<file path="src/rtl/rr_chan_mux_pkg.sv">
// Shared constants and types for the round-robin channel multiplexer.
// The packet-lock option is enabled by defining RR_CHAN_MUX_LOCK_EN.
package rr_chan_mux_pkg;

    localparam int DEFAULT_WIDTH    = 32;
    localparam int DEFAULT_CHANNELS = 16;

    typedef enum logic {
        ARB    = 1'b0,
        LOCKED = 1'b1
    } lock_state_e;

endpackage

</file>
<file path="src/rtl/rr_arbiter.sv">
// Combinational round-robin arbiter: one-hot grant to the first requester
// found after last_grant, wrapping around; last_grant itself is checked last.
module rr_arbiter #(
    parameter int CHANNELS = 16
) (
    input  logic [CHANNELS-1:0]         req,
    input  logic [$clog2(CHANNELS)-1:0] last_grant,
    output logic [CHANNELS-1:0]         gnt
);

    localparam int IDX_W = $clog2(CHANNELS);

    always_comb begin
        logic             found;
        logic [IDX_W-1:0] idx;
        gnt   = '0;
        found = 1'b0;
        idx   = '0;
        for (int i = 1; i <= CHANNELS; i++) begin
            idx = IDX_W'((int'(last_grant) + i) % CHANNELS);
            if (!found && req[idx]) begin
                gnt[idx] = 1'b1;
                found    = 1'b1;
            end
        end
    end

endmodule

</file>
<file path="src/rtl/rr_chan_mux.sv">
// Round-robin N-to-1 channel multiplexer with a one-beat output register.
// Define RR_CHAN_MUX_LOCK_EN to add in_last and packet locking.
module rr_chan_mux
    import rr_chan_mux_pkg::*;
#(
    parameter int WIDTH    = DEFAULT_WIDTH,
    parameter int CHANNELS = DEFAULT_CHANNELS
) (
    input  logic                          clk,
    input  logic                          rst_n,
    input  logic [CHANNELS-1:0]           in_valid,
    input  logic [CHANNELS*WIDTH-1:0]     in_data,
`ifdef RR_CHAN_MUX_LOCK_EN
    input  logic [CHANNELS-1:0]           in_last,
`endif
    output logic [CHANNELS-1:0]           in_ready,
    output logic                          out_valid,
    output logic [WIDTH-1:0]              out_data,
    output logic [$clog2(CHANNELS)-1:0]   out_chan,
    input  logic                          out_ready,
    output logic [CHANNELS-1:0]           grant
);

    localparam int IDX_W = $clog2(CHANNELS);

    logic                rst_meta_n;
    logic                rst_sync_n;
    logic                load;
    logic                accept;
    logic [CHANNELS-1:0] req;
    logic [CHANNELS-1:0] arb_gnt;
    logic [IDX_W-1:0]    last_grant;
    logic [IDX_W-1:0]    sel_idx;
    logic [WIDTH-1:0]    sel_data;

    // Reset asserts at once but releases two clock edges later, so no
    // register leaves reset on an edge unrelated to clk.
    always_ff @(posedge clk or negedge rst_n) begin
        if (!rst_n) begin
            rst_meta_n <= 1'b0;
            rst_sync_n <= 1'b0;
        end else begin
            rst_meta_n <= 1'b1;
            rst_sync_n <= rst_meta_n;
        end
    end

    assign load = !out_valid || out_ready;

`ifdef RR_CHAN_MUX_LOCK_EN
    lock_state_e state_q;
    lock_state_e state_d;
    logic        accepted_last;

    // While locked, only the channel that opened the packet may compete.
    assign req           = (state_q == LOCKED) ? (in_valid & (CHANNELS'(1) << last_grant)) : in_valid;
    assign accepted_last = |(arb_gnt & in_last);

    always_comb begin
        state_d = state_q;
        case (state_q)
            ARB:     if (accept && !accepted_last) state_d = LOCKED;
            LOCKED:  if (accept && accepted_last)  state_d = ARB;
            default: state_d = ARB;
        endcase
    end

    always_ff @(posedge clk or negedge rst_sync_n) begin
        if (!rst_sync_n) begin
            state_q <= ARB;
        end else begin
            state_q <= state_d;
        end
    end
`else
    assign req = in_valid;
`endif

    rr_arbiter #(
        .CHANNELS (CHANNELS)
    ) u_arbiter (
        .req        (req),
        .last_grant (last_grant),
        .gnt        (arb_gnt)
    );

    assign accept   = load && rst_sync_n && (|arb_gnt);
    assign in_ready = (load && rst_sync_n) ? arb_gnt : '0;

    // One-hot to binary encode and AND-OR data select, both driven by the grant.
    always_comb begin
        sel_idx  = '0;
        sel_data = '0;
        for (int c = 0; c < CHANNELS; c++) begin
            if (arb_gnt[c]) begin
                sel_idx = sel_idx | IDX_W'(c);
            end
            sel_data = sel_data | (in_data[c*WIDTH +: WIDTH] & {WIDTH{arb_gnt[c]}});
        end
    end

    // Output register; last_grant only moves on an accepted beat.
    always_ff @(posedge clk or negedge rst_sync_n) begin
        if (!rst_sync_n) begin
            out_valid  <= 1'b0;
            out_data   <= '0;
            out_chan   <= '0;
            grant      <= '0;
            last_grant <= IDX_W'(CHANNELS - 1);
        end else if (load) begin
            out_valid <= accept;
            if (accept) begin
                out_data   <= sel_data;
                out_chan   <= sel_idx;
                grant      <= arb_gnt;
                last_grant <= sel_idx;
            end else begin
                grant      <= '0;
            end
        end
    end

endmodule

</file>
<file path="config.mk">
export PLATFORM = sky130hd
export DESIGN_NAME = rr_chan_mux
export DESIGN_NICKNAME = d
export VERILOG_FILES = /design/src/rtl/rr_chan_mux_pkg.sv /design/src/rtl/rr_arbiter.sv /design/src/rtl/rr_chan_mux.sv
export SDC_FILE = /design/constraint.sdc
export NUM_CORES = 1
export LEC_CHECK = 0
export ABC_CLOCK_PERIOD_IN_PS = 7350
export CAP_MARGIN = 0
export CELL_PAD_IN_SITES_DETAIL_PLACEMENT = 1
export CELL_PAD_IN_SITES_GLOBAL_PLACEMENT = 2
export CORE_ASPECT_RATIO = 0.8
export CORE_MARGIN = 5
export CORE_UTILIZATION = 20
export CTS_CLUSTER_SIZE = 28
export DETAILED_ROUTE_END_ITERATION = 10
export GPL_ROUTABILITY_DRIVEN = 0
export HOLD_SLACK_MARGIN = 0.05
export PLACE_DENSITY_LB_ADDON = 0.1
export SLEW_MARGIN = 40
export SYNTH_ARGS = -nofsm -noshare
export SYNTH_HDL_FRONTEND = slang
export SYNTH_SLANG_ARGS = --single-unit
</file>
<file path="constraint.sdc">
create_clock -name clk -period 7.35 [get_ports clk]
set_input_delay 1.8375 -clock clk [delete_from_list [all_inputs] [get_ports clk]]
set_output_delay 1.8375 -clock clk [all_outputs]
set_load 0.1 [all_outputs]
</file>
==> results of run 1 <==
final cells by class:
type | count | area, um^2 | area share
multi-input cells | 1217 | 8580 | 0.457
repair buffers | 797 | 7500 | 0.399
flip-flops and latches | 59 | 1490 | 0.0791
well taps | 684 | 856 | 0.0456
clock buffers | 9 | 225 | 0.0120
inverters | 15 | 56.3 | 0.00300
clock inverters | 7 | 52.6 | 0.00280
diodes | 13 | 32.5 | 0.00173
worst max-delay path: stages:
cell	delay, ns
dlygate4sd2_1	0.27
mux4_2	0.52
buf_4	0.18
and3_1	0.19
or4_4	0.43
or3_4	0.44
or4_4	0.54
o221ai_2	0.19
a211oi_1	0.07
nand4_1	0.21
or2_4	0.17
and2_2	0.18
buf_12	0.18
power groups by stage:
stage	logic [mW]	registers, mW	clock network (mW)
after floorplan	5.83	1.42	0
after global placement	11.7	0.613	0
after detailed placement	11.6	0.615	0
after CTS	11.7	0.612	0.440
after global routing	12.5	0.628	0.453
final	12.1	0.610	0.429
through the flow:
| stage | total power, mW | utilization |
|---|---|---|
| 2_1_floorplan | 7.25 | - |
| 3_5_place_dp | 12.2 | 0.353 |
| 4_1_cts | 12.8 | 0.360 |
| 5_1_grt | 13.6 | 0.366 |
| 3_3_place_gp | 12.3 | 0.358 |
| 6_report | 13.1 | 0.366 |
registers in the layout (all words and copies together) (netlist names):
signal / flops
out_data: 32
grant: 16
last_grant: 4
out_chan: 4
out_valid: 1
rst_meta_n: 1
rst_sync_n: 1
kinds of logic after synthesis:
kind of cell,synth area share
xor+xnor,0.0139
other cells,0.000360
compound gates,0.318
buf+inv,0.0679
simple gates,0.311
mux,0.128
fa+ha+maj,0.0192
flops,0.142
how the worst max path moves through the flow:
stage                             from           end  cells after the start
final                      in_valid[4]  in_ready[11]                     13
after global routing       in_valid[4]  in_ready[11]                     13
after CTS                  in_valid[1]   in_ready[5]                     12
after detailed placement   in_valid[2]   in_ready[5]                     13
after global placement    in_valid[13]   in_ready[5]                     13
after floorplan            in_valid[1]   in_ready[1]                     13
cells in the final DEF, fill, tap and decap left out, types with 17 or more instances in the layout:
cell / count
clkdlybuf4s50_1: 514
o21ai_0: 243
buf_4: 193
nand2_1: 177
nand4_1: 125
a22oi_1: 69
nor2_1: 62
dfrtp_1: 54
buf_2: 49
nand3_1: 44
mux2_4: 39
nor3_1: 36
a22o_1: 36
or4_1: 36
buf_12: 21
mux2i_1: 19
a21o_1: 19
mux4_2: 18
and3_1: 18
a21oi_1: 17
routing by layer:
layer	up-vias	track usage	wire (um)
li1	6955	-	-
met1	8113	0.395	38500
met2	921	0.526	44800
met3	145	0.0993	8960
met4	24	0.0674	2110
met5	-	0	149
cell usage after synthesis (16+ instances only):
cell type / n
a21o_1: 19
a21oi_1: 22
a22o_1: 36
a22oi_1: 69
and2_1: 17
and3_1: 23
buf_2: 23
clkbuf_1: 101
dfrtp_1: 55
ha_1: 16
mux2_4: 35
mux2i_1: 19
mux4_2: 18
nand2_1: 178
nand3_1: 46
nand4_1: 125
nor2_1: 69
nor3_1: 41
o21ai_0: 244
or4_1: 37
repair_timing:
item                                   4_1_cts  5_1_grt
setup endpoints to repair                   12       15
hold buffers                                 0        0
endpoints found under the hold margin        0        0
gates resized for setup                     16       48
setup buffers                                3        9
cloned                                       0        0
pin swaps                                    7       20
==> results_dict.tcl, run 1 <==
set metrics [dict create \
    synth.top_cell.area_share 0.132 \
    cts_max_level 3 \
    min_period_ns 7.26 \
    numClockSinks 59 \
    slew_headroom 0.473 \
    rows 74 \
    crit_type "primary input to output pin" \
    drive_gt1_frac 0.215 \
    routedWlPerCell_um 33.8 \
    p_leak_nw 7.33 \
    die_x_um 265 \
    crit_fanout 4 \
    tns_ns 0 \
    layout.nets 2646 \
    r2r_slack_ns 1.16 \
    setup_ws_ns 0.0943 \
    cts-root-buf "clkbuf_16" \
    vias 16200 \
    pwr-share-comb 0.921 \
    hp-class "flop to asynchronous set/reset pin" \
    r2r-end "out_data[17]$_DFFE_PN0P_" \
    clk_path_buf_depth 2 \
    dr.pass1.iters 6 \
    hold_violations 0 \
    fillers 6081 \
    cts_buffers 9 \
    ir_drop_uv 373 \
    min_period_over_period 0.987 \
    synthCells 1431 \
    drv_slew 0 \
    start_kind "primary input" \
    grt_pass1_wl_um 130000 \
    clkPwrFrac 0.033 \
    synthesis.area_um2 10400 \
    cp_data_arrival_time_ns 5.42 \
    cap_violations 0 \
    pin_count 600 \
    post-dp-hpwl_um 76700 \
    die_area_um2 56800 \
    core-area_um2 51300 \
    required_ns 5.51 \
    yosysUniqueCellTypes 93 \
    dieHeight_um 214 \
    drt_iter0_markers 1625 \
    worst_r2r_startpoint "last_grant[0]$_DFFE_PN1P_" \
    fin_cells 2801 \
    clk_pin_slew_worst_paths_ns 0.07 \
    fmax_mhz 138 \
    vias_per_cell 5.77 \
    p_sw_frac 0.623 \
    grt_pass1_vias 16600 \
    synth_seq_cells 59 \
    synth_area_leaders "dfrtp_1, o21ai_0, nand4_1" \
    placed_cells 2760 \
    antenna_found_initial 27 \
    hold_ws_ns 0.232 \
    start_util 0.203 \
    wirelength_um 94600 \
    synth.avg_cell_area_um2 7.28 \
    synthesis.nets 1978 \
    cts_tree "done" \
    finClkSkew_ns 0.0149 \
    grt_max_degree 37 \
    power_frac_seq 0.046 \
    synth-async-reset-ratio 1.00 \
    synth.largest_area_cell "dfrtp_1" \
    grt.overflow.total 0 \
    rsz0062_at_grt "false" \
    drc 0 \
    status "finished, final reports clean" \
    reg2regPathDepth 18 \
    worstMarginPinSlew_ns 0.787 \
    powerDensity_nw_per_um2 699 \
    grt_use_total 0.313 \
    port-buffer-count 599 \
    fin_area_um2 18800 \
    dp_worst_setup_slack_ns -0.258 \
    ys_seq_area_frac 0.142 \
    p_int_mw 4.95 \
    end_kind "output pin" \
    synthFlopType "dfrtp_1" \
    ys_warn_count 0 \
    p_switching_mw 8.18 \
    setup_viol 0 \
    area_delta_synth_final_pct 80.2 \
    place_area_um2 18100 \
    synth_edf_count 0 \
    ant_nets 0 \
    insertion_delay_ns 0.37 \
]
No activity file was read; power rests on OpenSTA's default activity.
==> inputs of run 2 (changes only) <==
--- a/config.mk
+++ b/config.mk
@@ -12,6 +12,7 @@
 export CORE_ASPECT_RATIO = 0.8
 export CORE_MARGIN = 5
 export CORE_UTILIZATION = 20
+export CTS_BUF_LIST = sky130_fd_sc_hd__clkbuf_16
 export CTS_CLUSTER_SIZE = 28
 export DETAILED_ROUTE_END_ITERATION = 10
 export GPL_ROUTABILITY_DRIVEN = 0
==> results of run 2 <==
The final DEF is identical to that of run 1; final timing and power are the same.
==> inputs of run 3 (changes only) <==
--- a/config.mk
+++ b/config.mk
@@ -5,7 +5,6 @@
 export SDC_FILE = /design/constraint.sdc
 export NUM_CORES = 1
 export LEC_CHECK = 0
-export ABC_CLOCK_PERIOD_IN_PS = 7350
 export CAP_MARGIN = 0
 export CELL_PAD_IN_SITES_DETAIL_PLACEMENT = 1
 export CELL_PAD_IN_SITES_GLOBAL_PLACEMENT = 2
@@ -16,6 +15,7 @@
 export CTS_CLUSTER_SIZE = 28
 export DETAILED_ROUTE_END_ITERATION = 10
 export GPL_ROUTABILITY_DRIVEN = 0
+export GPL_TIMING_DRIVEN = 0
 export HOLD_SLACK_MARGIN = 0.05
 export PLACE_DENSITY_LB_ADDON = 0.1
 export SLEW_MARGIN = 40
==> results_dict.tcl, run 3 (synthesis results as in run 1) <==
set metrics [dict create \
    start_kind "primary input" \
    vias_per_cell 5.83 \
    ant_nets 0 \
    hold_violations 0 \
    largest_reg_flops 32 \
    dr.pass1.iters 6 \
    routedWlPerCell_um 34.3 \
    status "finished with violations" \
    antenna_found_initial 34 \
    cts-hold-fix-buffers 0 \
    slowest_delay_ns 0.51 \
    area_delta_synth_final_pct 79.5 \
    clk_path_buf_depth 2 \
    crit_fanout 6 \
    final_cell_mix "clkdlybuf4s50_1, o21ai_0, nand2_1, nand4_1, buf_4" \
    rsz0062_at_grt "true" \
    dieHeight_um 214 \
    cp_slowest_cell "mux4_2" \
    hp-class "flop to asynchronous set/reset pin" \
    violations "setup timing" \
    path_cells "buf_2 -> mux4_2 -> buf_4 -> and3_2 -> or4_4 -> a2111oi_4 -> buf_4 -> buf_12 -> and3_1 -> a221oi_1 -> nor4b_2 -> nand4_1 -> buf_4 -> or2_2 -> and2_2 -> buf_12" \
    grt_pass1_vias 16900 \
    drt_iter0_markers 1588 \
    wirelength_um 96600 \
    cpLargestDelayFamily "simple AND/OR/NAND/NOR gates" \
    fmax_mhz 136 \
    top_regs "out_data: 32 flops, grant: 16 flops" \
    setup_ws_ns -0.0229 \
    setup_viol 2 \
    cts_buffers 9 \
    fillers 6158 \
    finClkSkew_ns 0.0106 \
    layout.nets 2659 \
    pin_count 600 \
    port-buffer-count 599 \
    cap_violations 0 \
    required_ns 5.51 \
    min_period_ns 7.37 \
    cts-root-buf "clkbuf_16" \
    clk_pin_slew_worst_paths_ns 0.06 \
    rows 74 \
    core-area_um2 51300 \
    grt_pass1_wl_um 132000 \
    hold_ws_ns 0.298 \
    grt_use_total 0.320 \
    drv_slew 0 \
    slew_headroom 0.338 \
    die_area_um2 56800 \
    vias 16400 \
    crit_type "primary input to output pin" \
    cts_tree "done" \
    min_period_over_period 1.00 \
    cp_common_cell "buf_4" \
    post-dp-hpwl_um 78600 \
    die_x_um 265 \
    end_kind "output pin" \
    grt.overflow.total 0 \
    cts_max_level 3 \
    start_util 0.203 \
    drc 0 \
    final_common_cell "clkdlybuf4s50_1" \
    cp_data_arrival_time_ns 5.54 \
    cp.buffers_inverters 6 \
    worstMarginPinSlew_ns 0.985 \
    drive_gt1_frac 0.200 \
    top_register "out_data" \
    insertion_delay_ns 0.38 \
    grt_max_degree 34 \
    numClockSinks 59 \
]
## run 3: cell types whose count changed in the layout (fill, tap and decap cells not counted), moves of 5 or more
cell	change
buf_8	+9
buf_12	-10
buf_4	-110
buf_6	+13
clkbuf_1	+81
nor3_4	+5
dlymetal6s2s_1	-15
buf_2	+32
nor3_1	-9
## run 3: layer usage
metal | up-vias | global-route usage | routed length (um)
li1 | 6990 | - | -
met1 | 8164 | 0.397 | 38100
met2 | 1042 | 0.514 | 44000
met3 | 217 | 0.128 | 11100
met4 | 24 | 0.0978 | 3200
met5 | - | 0 | 161
## run 3: worst paths after layout
kind	to	slack [ns]	cells after the start	startpoint
worst max-delay path	in_ready[5]	-0.02	16	in_valid[15]
worst min-delay path	grant[6]$_DFFE_PN0N_	0.30	0	rst_sync_n$_DFF_PN0_
worst max register to register	out_data[31]$_DFFE_PN0P_	0.56	21	last_grant[0]$_DFFE_PN1P_
worst min register to register	grant[6]$_DFFE_PN0N_	0.30	0	rst_sync_n$_DFF_PN0_
max in group asynchronous	rst_sync_n$_DFF_PN0_	5.61	1	rst_n
min in group clk	rst_sync_n$_DFF_PN0_	0.35	0	rst_meta_n$_DFF_PN0_
## run 3: cell type report
type	instances	area [um^2]	area share
buffer	130	748	0.0400
tap	684	856	0.0457
sequential	59	1490	0.0794
inverter	15	61.3	0.00328
timing repair buffer	680	6400	0.342
antenna	17	42.5	0.00227
clock inverter	7	61.3	0.00328
clock buffer	9	225	0.0120
multi-input combinational	1217	8830	0.472
## run 3: worst reg2reg max path, cell delays in order, from the launching register on
cell and delay (ns):
dfstp_2 0.60, buf_6 0.17, buf_6 0.17, inv_1 0.12, ha_1 0.21, buf_2 0.24, xor2_4 0.32, nor3_1 0.15
or4_4 0.63, o2111ai_4 0.32, buf_4 0.20, nor2_1 0.09, a221o_1 0.39, nor4b_4 0.42, o2111ai_4 0.29, buf_4 0.21
buf_4 0.17, clkbuf_1 0.27, o21ai_0 0.55, nand4_1 0.31, or4_1 0.60, mux2_4 0.27
## run 3: per-stage QoR
stage               setup slack (ns)  instances   util  instance area [um^2]  setup TNS (ns)
floorplan                    -0.0586       1431      -                 10500         -0.0586
global placement               -2.71       2714  0.337                 17300          -57.98
detailed placement             -1.97       2718  0.333                 17100          -32.33
CTS                          0.00361       2789  0.360                 18500               0
global route                  -0.105       2815  0.365                 18700          -0.212
finish                       -0.0229       2818  0.365                 18700         -0.0276
## run 3: what timing repair did
action	CTS	global route
buffers inserted	63	14
pin swaps	38	13
resized for setup	242	29
setup endpoints to repair	22	16
Power of run 3 is left out: the tool's default activity adds up to more than one toggle a clock period on the data nets, which glitch-free logic cannot reach.
